$ cat config.mk
export PLATFORM = sky130hd
export DESIGN_NAME = pipe_reg_chain
export DESIGN_NICKNAME = d
export VERILOG_FILES = /design/src/rtl/pipe_pkg.sv /design/src/rtl/pipe_reg_stage.sv /design/src/rtl/pipe_reg_chain.sv
export SDC_FILE = /design/constraint.sdc
export NUM_CORES = 1
export LEC_CHECK = 0
export ABC_AREA = 1
export CAP_MARGIN = 20
export CORE_AREA = 3 3 56 58
export DETAILED_ROUTE_END_ITERATION = 12
export DIE_AREA = 0 0 59 61
export SLEW_MARGIN = 20
export SYNTH_ARGS = -nofsm -noshare
export SYNTH_HDL_FRONTEND = slang
export SYNTH_HIERARCHICAL = 1
export SYNTH_SLANG_ARGS = --single-unit
$ cat constraint.sdc
create_clock -name clk -period 5.37 [get_ports clk]
set_clock_uncertainty 0.1 [all_clocks]
set_input_delay 1.3425 -clock clk [delete_from_list [all_inputs] [get_ports clk]]
set_output_delay 1.3425 -clock clk [all_outputs]
set_load 0.005 [all_outputs]
$ cat src/rtl/pipe_pkg.sv
// Shared helpers for the register-pipeline slice.
// occ_w gives the width needed to count 0..depth valid stages.
package pipe_pkg;

  function automatic int occ_w(input int depth);
    return $clog2(depth + 1);
  endfunction

endpackage

$ cat src/rtl/pipe_reg_stage.sv
// One valid/ready register stage: a valid bit plus a payload register.
// It loads whenever it is empty or its downstream neighbour is ready this cycle.
module pipe_reg_stage
  import pipe_pkg::*;
#(
  parameter int WIDTH      = 8,
  parameter int RESET_DATA = 0
) (
  input  logic             clk,
  input  logic             rst_n,
  input  logic             flush,
  input  logic             in_v,
  input  logic [WIDTH-1:0] in_d,
  input  logic             rdy_in,
  output logic             rdy_out,
  output logic             out_v,
  output logic [WIDTH-1:0] out_d
);

  logic             vld_q;
  logic             vld_d;
  logic [WIDTH-1:0] dat_q;
  logic [WIDTH-1:0] dat_d;

  // An empty stage can always take a beat, which is what collapses bubbles.
  assign rdy_out = !vld_q || rdy_in;
  assign out_v   = vld_q;
  assign out_d   = dat_q;

  always_comb begin
    vld_d = vld_q;
    dat_d = dat_q;
    if (flush) begin
      vld_d = 1'b0;
      if (RESET_DATA != 0) begin
        dat_d = '0;
      end
    end else if (rdy_out) begin
      vld_d = in_v;
      if (in_v) begin
        dat_d = in_d;
      end
    end
  end

  always_ff @(posedge clk) begin
    if (!rst_n) begin
      vld_q <= 1'b0;
    end else begin
      vld_q <= vld_d;
    end
  end

  // Leaving the payload unreset lets synthesis use cheaper flops when allowed.
  if (RESET_DATA != 0) begin : g_dat_rst
    always_ff @(posedge clk) begin
      if (!rst_n) begin
        dat_q <= '0;
      end else begin
        dat_q <= dat_d;
      end
    end
  end else begin : g_dat_norst
    always_ff @(posedge clk) begin
      dat_q <= dat_d;
    end
  end

endmodule

$ cat src/rtl/pipe_reg_chain.sv
// DEPTH-stage, WIDTH-bit valid/ready register pipeline with bubble collapsing,
// synchronous flush and a registered occupancy count.
module pipe_reg_chain
  import pipe_pkg::*;
#(
  parameter int WIDTH      = 8,
  parameter int DEPTH      = 3,
  parameter int RESET_DATA = 0
) (
  input  logic                      clk,
  input  logic                      rst_n,
  input  logic                      flush,
  input  logic                      s_valid,
  output logic                      s_ready,
  input  logic [WIDTH-1:0]          s_data,
  output logic                      m_valid,
  input  logic                      m_ready,
  output logic [WIDTH-1:0]          m_data,
  output logic [occ_w(DEPTH)-1:0]   occupancy
);

  localparam int OCC_W = occ_w(DEPTH);

  if (DEPTH < 1) begin : g_bad_depth
    $error("pipe_reg_chain: DEPTH must be at least 1");
  end
  if (WIDTH < 1) begin : g_bad_width
    $error("pipe_reg_chain: WIDTH must be at least 1");
  end

  logic             vld [DEPTH];
  logic [WIDTH-1:0] dat [DEPTH];
  logic             rdy [DEPTH];
  logic             s_xfer;
  logic             m_xfer;

  // Reset and flush both block new input so nothing slips in during clearing.
  assign s_ready = rst_n && !flush && rdy[0];
  assign s_xfer  = s_valid && s_ready;
  assign m_valid = vld[DEPTH-1];
  assign m_data  = dat[DEPTH-1];
  assign m_xfer  = m_valid && m_ready;

  for (genvar i = 0; i < DEPTH; i++) begin : g_stage
    logic             stage_in_v;
    logic [WIDTH-1:0] stage_in_d;
    logic             stage_rdy_in;

    if (i == 0) begin : g_head
      assign stage_in_v = s_xfer;
      assign stage_in_d = s_data;
    end else begin : g_body
      assign stage_in_v = vld[i-1];
      assign stage_in_d = dat[i-1];
    end

    if (i == DEPTH - 1) begin : g_tail
      assign stage_rdy_in = m_ready;
    end else begin : g_mid
      assign stage_rdy_in = rdy[i+1];
    end

    pipe_reg_stage #(
      .WIDTH      (WIDTH),
      .RESET_DATA (RESET_DATA)
    ) u_stage (
      .clk     (clk),
      .rst_n   (rst_n),
      .flush   (flush),
      .in_v    (stage_in_v),
      .in_d    (stage_in_d),
      .rdy_in  (stage_rdy_in),
      .rdy_out (rdy[i]),
      .out_v   (vld[i]),
      .out_d   (dat[i])
    );
  end

  logic [OCC_W-1:0] occ_q;
  logic [OCC_W-1:0] occ_d;

  // Tracks popcount of the valid bits incrementally from the two transfers.
  always_comb begin
    occ_d = occ_q;
    if (flush) begin
      occ_d = '0;
    end else if (s_xfer && !m_xfer) begin
      occ_d = occ_q + OCC_W'(1);
    end else if (!s_xfer && m_xfer) begin
      occ_d = occ_q - OCC_W'(1);
    end
  end

  always_ff @(posedge clk) begin
    if (!rst_n) begin
      occ_q <= '0;
    end else begin
      occ_q <= occ_d;
    end
  end

  assign occupancy = occ_q;

endmodule

==> impl_results.md, run 1 <==
* Status: finished, final reports clean
* H-tree depth at 2
* Clock slew at reported path FFs at 0.08 ns
* TritonCTS clock tree: built
* Post-DR wirelength/cell at 10.4 um
* Sequential Power Share at 0.646
* Final hold slack at 0.321 ns
* PostCTS Resize Cnt at 0
* Post-synthesis register bit count at 29
* First-pass GRT wire length at 2.39 mm
* Post-place setup slack at 1.08 ns
* Initial antenna violation count at 0
* Vias at 574
* Die Y-Extent at 61 um
* Post-synthesis simple-gate area fraction at 0.115
* Total setup buffers inserted after CTS at 0
* Clock power frac at 0.306
* Max-cap violations at 0
* Clk_lat worst skew at 0.32 ns
* CP startpoint kind: input pin
* RSZ-0062 raised after global routing: no
* Non-filler cells in the finished layout at 136
* Crit path capture type: output port
* Sink Count at 29
* Post-synthesis mux area share at 0
* Initial core utilization at 0.386
* Synthesized area at 0.00105 mm2
* Final hold viol count at 0
* Fin crit period at 4.29 ns
* CP Data Required Time at 3.93 ns
* CTS max path bufs at 2
* Max-slew violation count at 0
* Synth Area in Compound Gates at 0.0347
* Fillers at 254
* Antenna viol nets, final at 0
* Pin count of the biggest net entering global routing at 10
* Largest family of logic cells by synthesized area: simple AND/OR/NAND/NOR gates
* Ys Warns at 6
* Switching share of power at 0.195
* IO Pins at 25
* Post-synthesis cell type count at 16
* Syn Nets at 87
* Peak supply drop at 0.180 mV
* Slew margin rel. at 0.736
* Sequential share of the synthesized area at 0.785
* Adder-cell share of the synthesized area at 0.0120
* Static leakage at 0.494 nW
* Vias in the first global route at 553
* Hold Buf Count CTS at 0
* Residual DRC count at 0
* Worst-Margin Slew at 0.396 ns
* Switch Pwr at 0.0000744 W
* Period Utilization, post-route at 0.799
* Post-Synth XOR/XNOR Area at 0
* Setup violations, final at 0
* Logic pwr share at 0.049
* Syn-to-layout area delta at 31.3%
* PwrDens at 277 mW/mm2
* # rows at 19
* P_int at 0.000306 W
* Average cell area after synthesis at 14.3 um2
* Gp weighted congestion at 0.655
* Layout cells sized above 1 at 0.181
* Fin Setup TNS at 0 ns
* Layout Nets at 118
* # diodes at 0
* Reg-to-reg slack, setup at 3.58 ns
* Initial drt markers at 6
* Critical path arrival at 2.85 ns
* Post-Syn Instances at 73
* Inst Count DP at 128
* Achievable frequency at 0.233 GHz
* Global route overflow at 0
* Core box area at 0.00271 mm2
* Via/cell ratio at 4.22
* Post-DP HPWL at 1.06 mm
* Routed WL at 1.42 mm
* Global router's overall resource usage at 0.0984
* Overall power at 0.000381 W
* Cts bufs inserted at 5
* Hold WC Path Type: flip-flop to flip-flop
* Worst setup margin at 1.08 ns
* Detailed Routing Iterations Pass 1 at 4
* Worst Path Max Fanout at 4
* Die Span X at 59 um
* Die Footprint at 0.00360 mm2
* Root Buffer: clkbuf_4
* Critical path type: input pin to output port
* Port Buffers at 24
==> per-stage QoR <==
stage,util,cell area (um2)
2_1_floorplan,-,1050
3_3_place_gp,0.489,1330
3_5_place_dp,0.489,1330
4_1_cts,0.507,1370
5_1_grt,0.507,1370
6_report,0.507,1370
==> cells in the mapped netlist <==
cell / n / area share
dfxtp_1: 5 / 0.096
nand2_2: 7 / 0.042
nand3_1: 1 / 0.0048
inv_1: 14 / 0.050
and3_1: 1 / 0.0060
a21oi_1: 1 / 0.0048
nand4_1: 1 / 0.0060
nor2_1: 2 / 0.0072
nand2_1: 7 / 0.025
nor2_2: 3 / 0.018
inv_2: 1 / 0.0036
a21oi_2: 3 / 0.025
and2_1: 1 / 0.0060
o21ai_0: 1 / 0.0048
ha_1: 1 / 0.012
edfxtp_1: 24 / 0.69
==> power by group through the flow <==
stage | sequential (W) | clock, W | combinational [W]
after global routing | 0.000246 | 0.000135 | 0.0000206
final | 0.000246 | 0.000116 | 0.0000185
after global placement | 0.000251 | 0 | 0.0000182
after detailed placement | 0.000251 | 0 | 0.0000186
after floorplan | 0.000251 | 0 | 0.00000610
after CTS | 0.000246 | 0.000124 | 0.0000188
==> critical path, cell delays in order <==
cell and delay, ns:
clkdlybuf4s50_1 0.47, inv_1 0.05, nand2_2 0.08, inv_1 0.05
nand2_2 0.09, inv_1 0.06, nand2_2 0.09, and2_1 0.13
clkdlybuf4s50_1 0.49
==> layer usage <==
layer | global-route usage | up-vias | share of wire
li1 | - | 302 | -
met1 | 0.112 | 249 | 0.43
met2 | 0.144 | 19 | 0.46
met3 | 0.0447 | 4 | 0.087
met4 | 0.0777 | 0 | 0.023
met5 | 0 | - | 0
==> final cells by class <==
cell class / count / area [um2] / area share
clock buffer: 7 / 45.0 / 0.0328
clock inverter: 1 / 3.75 / 0.00273
inverter: 15 / 56.3 / 0.0410
multi-input combinational: 29 / 169 / 0.123
sequential: 29 / 821 / 0.597
tap: 31 / 38.8 / 0.0282
timing repair buffer: 24 / 240 / 0.175
==> flip-flops by register name, indices dropped and copies added, names as in the netlist <==
register and cells:
g_stage.u_stage/out_v 3, occupancy 2, g_stage.u_stage/out_d 24
==> cell usage in the layout (no fill, tap or decap), types with 2 or more instances in the layout <==
master | synthesis | layout
clkdlybuf4s50_1 | 0 | 24
nand2_1 | 7 | 7
clkbuf_4 | 0 | 5
nor2_1 | 2 | 2
a21oi_2 | 3 | 3
clkbuf_1 | 0 | 2
nand2_2 | 7 | 7
nor2_2 | 3 | 3
edfxtp_1 | 24 | 24
inv_1 | 14 | 14
dfxtp_1 | 5 | 5
==> logic make-up after synthesis <==
family | Yosys count
buffers and inverters | 15
DFF | 29
adders and majority gates | 1
and+or+nand+nor | 23
AOI/OAI and AO/OA | 5
==> final timing paths <==
| kind | start | endpoint | depth (start not counted) |
|---|---|---|---|
| hold reg to reg | g_stage[0].u_stage/out_d[5] | g_stage[1].u_stage/out_d[5] | 0 |
| setup / recovery | m_ready | s_ready | 9 |
| hold / removal | g_stage[0].u_stage/out_d[5] | g_stage[1].u_stage/out_d[5] | 0 |
| setup reg to reg | g_stage[2].u_stage/out_v | occupancy[1] | 12 |
(Power assumes the default switching activity.)
==> run 2, diff against run 1 <==
==> constraint.sdc (replaced) <==
create_clock -name clk -period 4.3 [get_ports clk]
set_clock_uncertainty 0.1 [all_clocks]
set_input_delay 1.075 -clock clk [delete_from_list [all_inputs] [get_ports clk]]
set_output_delay 1.075 -clock clk [all_outputs]
set_load 0.005 [all_outputs]
==> results of run 2 <==
Same layout as run 1 (identical final DEF). Status: finished, final reports clean.
Main changes from that run: setup slack after placement 1.08 ns -> 0.543 ns; setup slack after layout 1.08 ns -> 0.546 ns; register-to-register setup slack 3.58 ns -> 2.51 ns; total power 0.000381 W -> 0.000475 W; worst IR drop on VDD 0.180 mV -> 0.225 mV
==> run 3, diff against run 2 <==
--- a/config.mk
+++ b/config.mk
@@ -7,9 +7,10 @@
 export LEC_CHECK = 0
 export ABC_AREA = 1
 export CAP_MARGIN = 20
-export CORE_AREA = 3 3 56 58
+export CORE_AREA = 3 3 50 52
 export DETAILED_ROUTE_END_ITERATION = 12
-export DIE_AREA = 0 0 59 61
+export DIE_AREA = 0 0 53 55
+export PLACE_DENSITY = 0.78
 export SLEW_MARGIN = 20
 export SYNTH_ARGS = -nofsm -noshare
 export SYNTH_HDL_FRONTEND = slang
==> constraint.sdc (replaced) <==
create_clock -name clk -period 4.53 [get_ports clk]
set_clock_uncertainty 0.1 [all_clocks]
set_input_delay 1.1325 -clock clk [delete_from_list [all_inputs] [get_ports clk]]
set_output_delay 1.1325 -clock clk [all_outputs]
set_load 0.005 [all_outputs]
==> impl_results.md, run 3 (synthesized netlist as in run 1, its figures left out) <==
* Status: finished, final reports clean
* Clk_lat worst skew at 0.31 ns (about the same)
* Initial core utilization at 0.487 (+0.101)
* Post-DP HPWL at 1.04 mm (-2.2%)
* Peak supply drop at 0.267 mV
* H-tree depth at 2 (unchanged)
* P_int at 0.000362 W
* Layout Nets at 118 (unchanged)
* Root Buffer: clkbuf_4
* Cts bufs inserted at 5 (unchanged)
* CP Data Required Time at 3.30 ns
* Initial antenna violation count at 0 (unchanged)
* TritonCTS clock tree: built
* Start of the worst register-to-register path: g_stage[2].u_stage/out_v
* Antenna viol nets, final at 0 (unchanged)
* Total setup buffers inserted after CTS at 0 (unchanged)
* Hold Startpoint: g_stage[0].u_stage/out_d[6]
* # diodes at 0 (unchanged)
* Routed WL at 1.33 mm (-6.4%)
* Static leakage at 0.499 nW (+1.0%)
* Max-cap violations at 0 (unchanged)
* Worst setup margin at 0.656 ns
* Fin crit period at 3.87 ns
* Residual DRC count at 0 (unchanged)
* Cells on worst reg2reg path at 12 (unchanged)
* Die Footprint at 0.00292 mm2 (-19%)
* Switching share of power at 0.195
* Post-DR wirelength/cell at 10.0 um (-4.3%)
* First-pass GRT wire length at 2.16 mm (-9.8%)
* Post-route design area at 0.00137 mm2 (about the same)
* Area after DPL at 0.00132 mm2 (-0.28%)
* Detailed Routing Iterations Pass 1 at 3 (-1)
* RSZ-0062 raised after global routing: no
* Final hold slack at 0.321 ns (-0.0000490 ns)
* Fin Setup TNS at 0 ns (unchanged)
* Vias at 585 (+1.9%)
* IO Pins at 25 (unchanged)
* Clock slew at reported path FFs at 0.08 ns (about the same)
* Layout cells sized above 1 at 0.200 (+0.0190)
* Port Buffers at 24 (unchanged)
* Reg-to-reg slack, setup at 2.74 ns
* Hold Buf Count CTS at 0 (unchanged)
* Max-slew violation count at 0 (unchanged)
* Critical path type: input pin to output port
* Vias in the first global route at 510 (-7.8%)
* Syn-to-layout area delta at 31.2% (about the same)
* Core box area at 0.00215 mm2 (-21%)
* Final Core Density at 0.639 (+0.132)
* Slew margin rel. at 0.735 (-0.000823)
* PostCTS Resize Cnt at 0 (unchanged)
* Hold WC Path Type: flip-flop to flip-flop
* CTS max path bufs at 2 (unchanged)
* RR Endpoint: occupancy[1]
* Sequential Power Share at 0.647 (about the same)
* Via/cell ratio at 4.40 (+4.2%)
* CP startpoint kind: input pin
* Initial drt markers at 2 (-4)
* # rows at 17 (-2)
* Post-place setup slack at 0.640 ns
* Pin count of the biggest net entering global routing at 10 (unchanged)
* Number of flip-flops in the largest register at 24 (unchanged)
* Die Y-Extent at 55 um (-9.8%)
* Worst Path Max Fanout at 4 (unchanged)
* Logic pwr share at 0.049 (about the same)
* Fillers at 173 (-32%)
* Hold Path Cell Cnt at 0 (unchanged)
* PwrDens at 328 mW/mm2
* Global route overflow at 0 (unchanged)
* Switch Pwr at 0.0000877 W
* Clock power frac at 0.304 (-0.002)
* Period Utilization, post-route at 0.855
* WHS Endpoint: g_stage[1].u_stage/out_d[6]
* Critical path arrival at 2.64 ns
* Global router's overall resource usage at 0.115 (+0.0166)
* Achievable frequency at 0.258 GHz
* Sink Count at 29 (unchanged)
* Die Span X at 53 um (-10%)
* Gp weighted congestion at 0.609 (-7.0%)
* Worst-Margin Slew at 0.397 ns (+0.00123 ns)
* Final hold viol count at 0 (unchanged)
* Setup violations, final at 0 (unchanged)
* Commonest cells after routing, fill and taps aside: edfxtp_1, clkdlybuf4s50_1, inv_1, nand2_1, nand2_2
* Crit path capture type: output port
-- run 3: through the flow --
step | total power [W] | std cells
2_1_floorplan | 0.000304 | 73
3_3_place_gp | 0.000318 | 125
3_5_place_dp | 0.000320 | 125
4_1_cts | 0.000458 | 133
5_1_grt | 0.000474 | 133
6_report | 0.000450 | 133
-- run 3: layout make-up --
class                      count  area [um2]  area share
sequential                    29         821       0.598
timing repair buffer          24         240       0.175
multi-input combinational     29         169       0.123
inverter                      15        56.3      0.0410
clock buffer                   6        41.3      0.0301
tap                           28        35.0      0.0255
clock inverter                 2        10.0     0.00729
-- run 3: critical path, cell delays in order --
cell	delay, ns
clkdlybuf4s50_1	0.48
inv_1	0.05
nand2_2	0.08
inv_1	0.06
nand2_2	0.08
inv_1	0.05
nand2_2	0.09
and2_1	0.13
clkdlybuf4s50_1	0.49
-- run 3: worst max path at each step --
stage	from	end	slack (ns)	depth (start not counted)
finish	m_ready	s_ready	0.66	9
global route	m_ready	s_ready	0.54	9
CTS	m_ready	s_ready	0.64	9
detailed placement	m_ready	s_ready	0.64	9
global placement	m_ready	s_ready	0.68	9
floorplan	m_ready	s_ready	1.64	7
-- run 3: metal layers --
| metal | wire, um | GRT usage | share of wire |
|---|---|---|---|
| met5 | 0 | 0 | 0 |
| met2 | 685 | 0.174 | 0.52 |
| met1 | 508 | 0.119 | 0.38 |
| met4 | 38 | 0.0894 | 0.029 |
| met3 | 97 | 0.0643 | 0.073 |
-- run 3: power by group through the flow --
stage,sequential [W],clock (W),combinational (W)
finish,0.000291,0.000137,0.0000220
global route,0.000292,0.000159,0.0000243
CTS,0.000291,0.000144,0.0000224
detailed placement,0.000298,0,0.0000223
global placement,0.000297,0,0.0000213
floorplan,0.000297,0,0.00000723
